### config.mk
export PLATFORM = sky130hd
export DESIGN_NAME = alu_cmd_issue
export DESIGN_NICKNAME = d
export VERILOG_FILES = /design/src/rtl/alu_cmd_issue.sv
export SDC_FILE = /design/constraint.sdc
export NUM_CORES = 1
export LEC_CHECK = 0
export CAP_MARGIN = 20
export CORE_MARGIN = 5
export CORE_UTILIZATION = 52
export DETAILED_ROUTE_END_ITERATION = 12
export PLACE_DENSITY = 0.9
export SLEW_MARGIN = 40
export SYNTH_ARGS = -nofsm -noshare
export SYNTH_HDL_FRONTEND = slang
export SYNTH_SLANG_ARGS = --single-unit
### constraint.sdc
create_clock -name clk -period 2.55 [get_ports clk]
set_input_delay 0.765 -clock clk [delete_from_list [all_inputs] [get_ports clk]]
set_output_delay 0.765 -clock clk [all_outputs]
set_load 0.02 [all_outputs]
### src/rtl/alu_cmd_issue.sv
// alu_cmd_issue
// Command buffer and result register wrapped around a combinational Select ALU.
// Commands {select, a, b} arrive over a valid/ready handshake and are queued in a
// DEPTH-entry FIFO. The FIFO head drives the ALU; the ALU output is captured into a
// result register that is offered downstream over a second valid/ready handshake.
//
// Ports
//   clk, rst_n                  clock, async active-low reset
//   flush                       sync clear of FIFO and result valid
//   in_valid/in_ready           command handshake (in_ready = !full)
//   in_select/in_a/in_b         command fields
//   alu_select/alu_a/alu_b      FIFO head to ALU (0 when empty)
//   alu_x                       combinational ALU result
//   res_valid/res_ready         result handshake
//   res_x/res_select/res_zero   captured result, its op code, zero flag
//   count                       FIFO occupancy
module alu_cmd_issue #(
  parameter int DEPTH = 4,
  parameter int W     = 8,
  parameter int SW    = 4
) (
  input  logic                   clk,
  input  logic                   rst_n,
  input  logic                   flush,
  input  logic                   in_valid,
  output logic                   in_ready,
  input  logic [SW-1:0]          in_select,
  input  logic [W-1:0]           in_a,
  input  logic [W-1:0]           in_b,
  output logic [SW-1:0]          alu_select,
  output logic [W-1:0]           alu_a,
  output logic [W-1:0]           alu_b,
  input  logic [W-1:0]           alu_x,
  output logic                   res_valid,
  input  logic                   res_ready,
  output logic [W-1:0]           res_x,
  output logic [SW-1:0]          res_select,
  output logic                   res_zero,
  output logic [$clog2(DEPTH):0] count
);

  localparam int PW = $clog2(DEPTH);
  localparam int CW = PW + 1;

  logic [SW-1:0] sel_mem_q [DEPTH];
  logic [W-1:0]  a_mem_q   [DEPTH];
  logic [W-1:0]  b_mem_q   [DEPTH];

  logic [PW-1:0] wr_ptr_q, wr_ptr_d;
  logic [PW-1:0] rd_ptr_q, rd_ptr_d;
  logic [CW-1:0] count_q, count_d;

  logic          res_valid_q, res_valid_d;
  logic [W-1:0]  res_x_q, res_x_d;
  logic [SW-1:0] res_select_q, res_select_d;
  logic          res_zero_q, res_zero_d;

  logic empty, full, push, pop;

  assign empty = (count_q == '0);
  assign full  = (count_q == CW'(DEPTH));

  // No full bypass: a pop in the same cycle does not open in_ready.
  assign in_ready = !full;
  assign push     = in_valid & in_ready;
  assign pop      = !empty & (!res_valid_q | res_ready);

  // Head is only visible once registered; no write-through when empty.
  assign alu_select = empty ? '0 : sel_mem_q[rd_ptr_q];
  assign alu_a      = empty ? '0 : a_mem_q[rd_ptr_q];
  assign alu_b      = empty ? '0 : b_mem_q[rd_ptr_q];

  assign res_valid  = res_valid_q;
  assign res_x      = res_x_q;
  assign res_select = res_select_q;
  assign res_zero   = res_zero_q;
  assign count      = count_q;

  always_comb begin
    wr_ptr_d     = wr_ptr_q;
    rd_ptr_d     = rd_ptr_q;
    count_d      = count_q;
    res_valid_d  = res_valid_q;
    res_x_d      = res_x_q;
    res_select_d = res_select_q;
    res_zero_d   = res_zero_q;
    if (flush) begin
      wr_ptr_d    = '0;
      rd_ptr_d    = '0;
      count_d     = '0;
      res_valid_d = 1'b0;
    end else begin
      if (push) wr_ptr_d = wr_ptr_q + 1'b1;
      if (pop)  rd_ptr_d = rd_ptr_q + 1'b1;
      count_d = count_q + CW'(push) - CW'(pop);
      if (pop) begin
        res_valid_d  = 1'b1;
        res_x_d      = alu_x;
        res_select_d = alu_select;
        res_zero_d   = (alu_x == '0);
      end else if (res_valid_q && res_ready) begin
        res_valid_d = 1'b0;
      end
    end
  end

  always_ff @(posedge clk or negedge rst_n) begin
    if (!rst_n) begin
      wr_ptr_q     <= '0;
      rd_ptr_q     <= '0;
      count_q      <= '0;
      res_valid_q  <= 1'b0;
      res_x_q      <= '0;
      res_select_q <= '0;
      res_zero_q   <= 1'b0;
    end else begin
      wr_ptr_q     <= wr_ptr_d;
      rd_ptr_q     <= rd_ptr_d;
      count_q      <= count_d;
      res_valid_q  <= res_valid_d;
      res_x_q      <= res_x_d;
      res_select_q <= res_select_d;
      res_zero_q   <= res_zero_d;
    end
  end

  // Storage needs no reset: entries are only observed while count marks them live.
  always_ff @(posedge clk) begin
    if (push && !flush) begin
      sel_mem_q[wr_ptr_q] <= in_select;
      a_mem_q[wr_ptr_q]   <= in_a;
      b_mem_q[wr_ptr_q]   <= in_b;
    end
  end

endmodule
==> run metrics, run 1 <==
status complete, no violations; WHS 0.5103 ns; post-synthesis sequential area ratio 71.10%; clk sinks 101; Routed WL per cell 18.91 µm; NumNets Final 338; Starting DRT DRC Count 133; Power Density 1051 nW/µm²; met1 Use GR 20.61%; Avg Cell Area, Syn 19.52 µm²; Slew @ Worst Pin 0.6346 ns; final critical-path required period 2.544 ns; largest delay contributor family on the critical path multiplexers; R2R depth 9; Hold Path Class reg2reg; Setup TNS 0 ns; most frequent cells in the layout edfxtp_1, clkdlybuf4s50_1, mux4_2, dfrtp_1, buf_6; Synth top area share 58.34%; DP HPWL 5066 µm; Critical Setup Path Class reg2out; met3 usage 3.680%; Placeable Area 7727 µm²; length of the first detailed-routing pass in iterations 4; R2R Path Start count[1]$_DFF_PN0_; DR vias 2186; CP max-delay cell mux4_2; Hold Fails Final Rpt 0; Rows 32; worst path bufs/invs 2; setup ws final 0.006499 ns; pin count of the biggest net entering global routing 29; r2r setup slk 0.32 ns; Ys Warns 0; crit-path cells buf_12 > mux4_2 > nor2b_2 > buf_6; worst-case vdd ir drop 0.4874 mV; Overall Power 5.615 mW; clk slew on worst S/H paths 0.09 ns; synth unique cells 34; # DRC 0; Synth async-reset ratio 20.79%; Num CTS Buffers 9; worst slack, placed -0.08229 ns; hold path endpoint res_x[7]$_DFFE_PN0P_; Starting Density 53.29%; CP Launch Type flop; Critical Path End Type output pin; fmax 393.2 MHz; Util after Layout 69.12%; die width 98.99 µm; WP data arrival 1.78 ns; Synth area leader edfxtp_1; Non-Filler Instances 407; Die Footprint 9798 µm²; final setup fails 0; met2 Track Usage GR 27.38%; initial antenna violation count 0; share of layout cells above drive strength 1 34.21%; Finished Cell Area 5341 µm²; Max FO, Critical Path 8; Worst Clk Skew 0.008008 ns; Mapped Area 4118 µm²; P_leak 1.897 nW; CP max stage delay 0.49 ns; # placed instances 388; input/output buffers 70; period utilization 99.75%; Post-DRT Antenna Nets 0; Max-Cap Viols 0; worst hold path startpoint res_x[7]$_DFFE_PN0P_; Synth Register Bits 101; total track usage 16.41%; final slew viol count 0; Req. time, crit path 1.79 ns; Reg-to-Reg End count[2]$_DFF_PN0_; Cells after Synth 211; vias in the first global route 2334; Root Driver clkbuf_8; Skew-Pair Late Insertion Delay 0.35 ns; clk buf depth 2; DRT Wirelength 7695 µm; total grt overflow 0; CTS tree done; Top Usage Layer GRT met2; Via density 5.371; hold path depth 1; placed inst area 5060 µm²; EDFF count, synth 80; RSZ-0062 raised after global routing true; die height 98.99 µm; Mapped Nets 250; level count of the clock H-tree 3; most common cell after layout, fill and taps aside edfxtp_1; max_slew headroom 57.56%; top cells by area, synth edfxtp_1, dfrtp_1, mux4_1; RePlAce Congestion 0.7588; I/O pins 71; Area Growth Syn to Fin 29.72%; first-pass GRT wire length 12030 µm; ys flop type edfxtp_1
==> where the power goes <==
| group | internal (mW) | leakage, nW | switching, mW | total (mW) |
|---|---|---|---|---|
| Combinational | 1.34 | 0.821 | 1.18 | 2.52 |
| Clock | 0.456 | 0.0918 | 0.529 | 0.986 |
| Sequential | 1.98 | 0.984 | 0.126 | 2.11 |
==> layout make-up <==
class | instances | area [µm²]
Tap cell | 102 | 127.6
Antenna cell | 1 | 2.502
Clock buffer | 9 | 123.9
Fill cell | 485 | 2386
Inverter | 8 | 30.03
Multi-Input combinational cell | 92 | 1126
Timing Repair Buffer | 87 | 927.1
Sequential cell | 101 | 2929
Clock inverter | 7 | 75.07
==> synth_stat cells (all sizes together), types with 2 or more instances <==
master  instances
mux4           20
mux2           12
ha              5
a21oi           5
o21ai           3
clkbuf          4
nor2            2
dfrtp          21
nor4            2
buf             6
nor3            3
nand3           2
nor2b          22
inv             8
edfxtp         80
and2            4
==> sequential cells by signal, summed over array words and instances, names as in the netlist <==
| register | cells |
|---|---|
| res_x | 8 |
| res_select | 4 |
| res_zero | 1 |
| a_mem_q | 32 |
| res_valid | 1 |
| b_mem_q | 32 |
| sel_mem_q | 16 |
| rd_ptr_q | 2 |
| wr_ptr_q | 2 |
| count | 3 |
==> logic make-up after synthesis <==
group / after synthesis / synth area share, %
and+or+nand+nor: 40 / 6.472
xor gates and xnor gates: 2 / 0.4255
AOI/OAI and AO/OA: 11 / 1.519
DFF: 101 / 71.10
adders and majority gates: 6 / 2.005
buffers and inverters: 18 / 2.826
muxes: 33 / 15.65
==> what timing repair did <==
action | in CTS | in global routing
gates resized for setup | 116 | 37
pin swaps | 1 | 0
gates cloned | 1 | 0
hold buffers | 0 | 0
setup buffers | 2 | 0
endpoints found under the setup margin | 21 | 20
==> routing by layer <==
layer | wire, µm | share of wire, %
met1 | 3256 | 42
met2 | 3842 | 50
met3 | 472 | 6.1
met4 | 123 | 1.6
met5 | 0 | 0
==> how the worst max path moves through the flow <==
stage / startpoint / end / depth (start not counted) / slack, ns
after global routing: rd_ptr_q[0]$_DFFE_PN0P_ / alu_a[5] / 4 / -0.06
after floorplan: count[1]$_DFF_PN0_ / count[2]$_DFF_PN0_ / 9 / 0.19
final: rd_ptr_q[0]$_DFFE_PN0P_ / alu_a[5] / 4 / 0.006
after global placement: rd_ptr_q[0]$_DFFE_PN0P_ / alu_select[3] / 4 / -0.06
after detailed placement: rd_ptr_q[0]$_DFFE_PN0P_ / alu_select[3] / 4 / -0.08
after CTS: rd_ptr_q[0]$_DFFE_PN0P_ / alu_b[1] / 5 / -0.06
Power figures use the tool's default switching activity.
==> run 2, diff against run 1 <==
--- a/config.mk
+++ b/config.mk
@@ -7,9 +7,9 @@
 export LEC_CHECK = 0
 export CAP_MARGIN = 20
 export CORE_MARGIN = 5
-export CORE_UTILIZATION = 52
+export CORE_UTILIZATION = 25
 export DETAILED_ROUTE_END_ITERATION = 12
-export PLACE_DENSITY = 0.9
+export PLACE_DENSITY = 0.55
 export SLEW_MARGIN = 40
 export SYNTH_ARGS = -nofsm -noshare
 export SYNTH_HDL_FRONTEND = slang
==> run metrics, run 2 (synthesis gave the netlist of run 1 again) <==
Rows 47; final slew viol count 0; DP HPWL 5735 µm; Num CTS Buffers 9; clk buf depth 2; RSZ-0062 raised after global routing true; final critical-path required period 2.584 ns; input/output buffers 70; worst-case vdd ir drop 0.4155 mV; Hold Path Class reg2reg; R2R Path Start count[1]$_DFF_PN0_; final setup fails 14; share of layout cells above drive strength 1 36.65%; worst hold path startpoint res_x[6]$_DFFE_PN0P_; hold path depth 1; DR vias 2213; Power Density 1079 nW/µm²; Routed WL per cell 16.11 µm; Reg-to-Reg End count[2]$_DFF_PN0_; initial antenna violation count 0; CTS tree done; total track usage 9.368%; Area Growth Syn to Fin 38.35%; setup ws final -0.03423 ns; fmax 387.0 MHz; Post-DRT Antenna Nets 0; DRT Wirelength 8732 µm; Critical Setup Path Class reg2out; P_leak 2.034 nW; WHS 0.5066 ns; Starting Density 25.19%; r2r setup slk 0.28 ns; NumNets Final 356; hold path endpoint res_x[6]$_DFFE_PN0P_; R2R depth 9; clk sinks 101; Skew-Pair Late Insertion Delay 0.35 ns; level count of the clock H-tree 3; most common cell after layout, fill and taps aside edfxtp_1; failing checks negative setup slack; pin count of the biggest net entering global routing 29; Worst Clk Skew 0.006594 ns; die height 138.3 µm; vias in the first global route 2380; Setup TNS -0.2345 ns; worst slack, placed -0.1136 ns; length of the first detailed-routing pass in iterations 4; Critical Path End Type output pin; max_slew headroom 76.12%; clk slew on worst S/H paths 0.07 ns; filler instances 1601; total grt overflow 0; Top Registers a_mem_q: 32 flops, b_mem_q: 32 flops, sel_mem_q: 16 flops; CP Launch Type flop; status finished with violations; Max FO, Critical Path 6; Req. time, crit path 1.79 ns; first-pass GRT wire length 13770 µm; Placeable Area 16350 µm²; RePlAce Congestion 0.7041; most frequent cells in the layout edfxtp_1, clkdlybuf4s50_1, buf_4; Starting DRT DRC Count 71; # DRC 0; Via density 4.083; Slew @ Worst Pin 0.3554 ns; period utilization 101.3%; die width 138.3 µm; I/O pins 71; Max-Cap Viols 0; Hold Fails Final Rpt 0; hold buffer count at CTS 0; Root Driver clkbuf_16; diode count 0; WP data arrival 1.82 ns; Die Footprint 19140 µm²
[run 2: changes by cell type in the layout (fill, tap and decap cells not counted), sizes merged]
cell / previous run / this run
clkinvlp: 3 / 1
diode: 1 / 0
inv: 9 / 11
bufinv: 1 / 0
buf: 37 / 55
clkinv: 2 / 3
[run 2: area by class of cell]
class	instances	area [µm²]	area share (%)
inverters	8	30.03	0.5271
flip-flops and latches	101	2929	51.42
clock inverters	7	68.82	1.208
repair buffers	105	1050	18.43
multi-input cells	92	1119	19.64
clock buffers	9	225.2	3.953
well taps	220	275.3	4.832
[run 2: timing repair]
action	CTS	global route
setup endpoints to repair	21	20
buffers inserted	9	7
resized for setup	101	51
pin swaps	0	0
cloned	1	0
[run 2: routing by layer]
layer	share of wire (%)	global-route usage (%)	vias to the layer above	wire [µm]
met2	50	15.34	65	4333
met1	43	11.29	1112	3732
li1	-	-	1028	-
met4	1.1	2.808	0	98
met5	0	0	-	0
met3	6.5	4.006	8	568
[run 2: worst max-delay path, stage by stage, from the launching register on]
cell and delay (ns):
dfrtp_2 0.44, buf_8 0.13, buf_4 0.11, mux4_2 0.49
nor2b_1 0.14, buf_4 0.16
[run 2: through the flow]
step	std cells	area [µm²]	total power [mW]	util (%)
after floorplan	211	4118	3.454	-
after global placement	510	5213	4.464	31.88
after detailed placement	510	5213	4.491	31.88
after CTS	536	5499	5.882	33.64
after global routing	542	5697	6.508	34.85
final	542	5697	6.147	34.85
[run 2: how the worst max path moves through the flow]
stage | cells past startpoint | start | slack (ns) | endpoint
2_1_floorplan | 9 | count[1]$_DFF_PN0_ | 0.19 | count[2]$_DFF_PN0_
3_3_place_gp | 4 | rd_ptr_q[0]$_DFFE_PN0P_ | -0.09 | alu_select[3]
3_5_place_dp | 4 | rd_ptr_q[0]$_DFFE_PN0P_ | -0.11 | alu_select[3]
4_1_cts | 5 | rd_ptr_q[0]$_DFFE_PN0P_ | -0.11 | alu_a[0]
5_1_grt | 5 | rd_ptr_q[0]$_DFFE_PN0P_ | -0.10 | alu_b[0]
6_report | 5 | rd_ptr_q[0]$_DFFE_PN0P_ | -0.03 | alu_b[4]
[run 2: where the power goes]
part           internal, mW  leakage, nW  switching (mW)
Combinational          1.48        0.906            1.22
Sequential             1.99        0.984           0.131
Clock                 0.687        0.143           0.641
==> run 3, diff against run 2 <==
--- a/config.mk
+++ b/config.mk
@@ -8,9 +8,10 @@
 export CAP_MARGIN = 20
 export CORE_MARGIN = 5
 export CORE_UTILIZATION = 25
+export CTS_CLUSTER_SIZE = 40
 export DETAILED_ROUTE_END_ITERATION = 12
 export PLACE_DENSITY = 0.55
-export SLEW_MARGIN = 40
+export SLEW_MARGIN = 10
 export SYNTH_ARGS = -nofsm -noshare
 export SYNTH_HDL_FRONTEND = slang
 export SYNTH_SLANG_ARGS = --single-unit
==> results of run 3 <==
Final layout, timing and power as in run 2 (identical DEF).
==> variant (flow settings as in run 3) <==
Make the reset (`rst_n`) synchronous in one clocked block. Comments in the files are not updated.
--- a/src/rtl/alu_cmd_issue.sv
+++ b/src/rtl/alu_cmd_issue.sv
@@ -104,7 +104,7 @@
     end
   end
 
-  always_ff @(posedge clk or negedge rst_n) begin
+  always_ff @(posedge clk) begin
     if (!rst_n) begin
       wr_ptr_q     <= '0;
       rd_ptr_q     <= '0;
Formal check against the unedited RTL: differs if rst_n is asserted again (counterexample within 4 cycles, from zero or initial values and one cycle with rst_n low); with rst_n held inactive, the same outputs for 4 cycles.
==> variant against run 3 <==
- setup slack better by 0.11 ns
- routed wire length is 6.1% lower
- cell area down 5.4%
- sequential cell count is 2 higher
- largest cell class unchanged
- critical path type unchanged
- highest routed layer unchanged
- critical path depth is 1 lower
- total power shrank 17%
- sequential share of layout area is 1.8 points higher
- count of clock-buffer cells in the layout up 3
- synthesized area shrank 1.5%
==> variant: results (changes against run 3) <==
* Outcome: complete, no violations
* Remaining global-route overflow at 0 (unchanged)
* Post CTS Setup Buffer Count at 0 (-9)
* Antenna violations before repair at 0 (unchanged)
* Worst min-delay path class: reg -> reg
* Met1 demand-to-capacity share in global routing at 10.6% (-0.68 points)
* Number of global-route vias before repair at 2299 (-3.4%)
* Number of inserted diodes at 0 (unchanged)
* Ranking of synthesized cells by instance count: edfxtp_1 (80), dfxtp_1 (23), nand2_1 (23), mux4_2 (20), nor2b_1 (18)
* Place WS at -0.0556 ns (+0.0581 ns)
* Sequential area share after synthesis at 70.6% (-0.51 points)
* Count of input and output buffers at 70 (unchanged)
* EDFF count, synth at 80 (unchanged)
* Largest net degree at the start of global routing at 26 (-10%)
* Worst voltage drop across the vdd grid at 431 uV (+3.7%)
* Crit path DAT at 1.70 ns (-0.12 ns)
* Total half-perimeter wirelength after legalization and detailed placement at 5380 um (-6.2%)
* Number of nets in the layout at 362 (+1.7%)
* Cells taking the most area after synthesis: edfxtp_1 (59%), dfxtp_1 (11%), mux4_2 (11%)
* Clock H-tree levels at 3 (unchanged)
* Min-Delay Endpoint: res_select[1]$_SDFFE_PN0P_
* Per-cell routed wire length at 15.1 um (-6.5%)
* Clock buffer depth at 2 (unchanged)
* Clock tree skew after final layout at 0.0105 ns (+0.00394 ns)
* Highest net fanout along the worst path at 7 (+1)
* Number of filler instances in the final layout at 1581 (-1.2%)
* Area added between synthesis and finish at 32.8%
* Post-synth top flop: edfxtp_1
* Psw at 0.00160 W (-20%)
* Worst hold start: res_select[1]$_SDFFE_PN0P_
* Number of DRC violations after detailed-routing iteration 0 at 115 (+62%)
* Remaining max-slew budget at the tightest pin at 65.1% (-11 points)
* First-pass GRT wire length at 12500 um (-9.1%)
* Vias after detailed routing at 2204 (-0.41%)
* Async set or reset register ratio after synthesis at 0% (-21 points)
* Global-route met3 utilization at 3.18% (-0.83 points)
* Yosys cell types at 27 (-21%)
* Number of optimization iterations in the first detailed-route pass at 4 (unchanged)
* Registers with the most flip-flops: a_mem_q: 32 flops, b_mem_q: 32 flops, sel_mem_q: 16 flops
* Total cell area at the placement stage at 0.00518 mm2 (-0.62%)
* Standby leakage power at 1.80 nW (-12%)
* Routability congestion estimate at 0.679 (-3.6%)
* Total GRT Usage at 9.21% (-0.16 points)
* Clock latency at the later pin of the worst-skew pair at approximately 0.34 ns
* Worst-case reg-to-reg path depth at 9 (unchanged)
* Clock buffer count from CTS at 9 (unchanged)
* Reg-to-Reg Start: count[1]$_SDFF_PP0_
* Proportion of layout cells with a drive suffix above 1 at 24.7% (-12 points)
* Net Count, Synth at 278 (+11%)
* Met2 track utilization from global routing at 15.8% (+0.44 points)
* Endpoint of the worst-slack reg-to-reg timing path: count[2]$_SDFF_PP0_
* R2r setup slk at 0.44 ns (+0.16 ns)
* CTS clock-pin slew for the worst setup and hold paths at roughly 0.06 ns
* Number of cells on the worst hold path at 2 (+1)
==> variant: cell types whose count changed after synthesis, sizes merged, moves of 3 or more <==
cell | run 3 | this run
nor2 | 2 | 10
o21ai | 3 | 0
and2b | 0 | 3
dfxtp | 0 | 23
a21boi | 0 | 9
nand3 | 2 | 10
dfrtp | 21 | 0
nand2 | 1 | 24
mux2 | 12 | 0
nor2b | 22 | 18
a21oi | 5 | 2
xnor2 | 1 | 6
==> variant: power by group through the flow <==
stage	combinational (W)	clock, W	sequential [W]
2_1_floorplan	0.000997	0	0.00212
3_3_place_gp	0.00194	0	0.00205
3_5_place_dp	0.00195	0	0.00206
4_1_cts	0.00180	0.00138	0.00202
5_1_grt	0.00191	0.00144	0.00204
6_report	0.00174	0.00133	0.00202
==> variant: repair_timing <==
action / in CTS / in global routing
hold buffers: 0 / 0
endpoints found under the setup margin: 21 / 2
gates resized for setup: 81 / 4
==> variant: area by class of cell <==
class | count | area share, %
clock buffer | 12 | 4.97
multi-input combinational | 120 | 20.8
timing repair buffer | 83 | 15.1
clock inverter | 4 | 0.511
tap | 216 | 5.02
inverter | 6 | 0.418
sequential | 103 | 53.2
==> variant: cell families after synthesis <==
family | synth area share [%]
buffers and inverters | 1.97
DFF | 70.6
xor gates and xnor gates | 1.30
and+or+nand+nor | 10.5
AOI/OAI and AO/OA | 2.47
muxes | 11.1
adders and majority gates | 2.04
==> variant: worst max-delay path by stage <==
stage               slack (ns)             endpoint  cells after the start       from
detailed placement       -0.06  count[2]$_SDFF_PP0_                      9  res_ready
global placement         -0.03  count[2]$_SDFF_PP0_                      9  res_ready
CTS                          0             alu_a[2]                      4       flop
finish                    0.08        alu_select[2]                      4       flop
floorplan                 0.18  count[2]$_SDFF_PP0_                      8  res_ready
global route             0.007        alu_select[2]                      4       flop
==> variant: routing by layer <==
| metal | wire length (um) | part of all wire [%] | up-vias |
|---|---|---|---|
| li1 | - | - | 1052 |
| met4 | 98 | 1.2 | 0 |
| met5 | 0 | 0 | - |
| met2 | 4230 | 52 | 50 |
| met3 | 438 | 5.3 | 8 |
| met1 | 3430 | 42 | 1094 |
==> variant: worst max-delay path, stage by stage (launching register included) <==
cell and delay, ns:
dfxtp_4 0.40, buf_12 0.14, mux4_2 0.53, nor2b_4 0.14, buf_4 0.15
==> variant: metrics by stage <==
| step | hold slack [ns] | std cells |
|---|---|---|
| after detailed placement | 0.445 | 528 |
| after global placement | 0.440 | 528 |
| after CTS | 0.454 | 544 |
| after global routing | 0.481 | 544 |
| after floorplan | 0.469 | 239 |
| final | 0.448 | 544 |
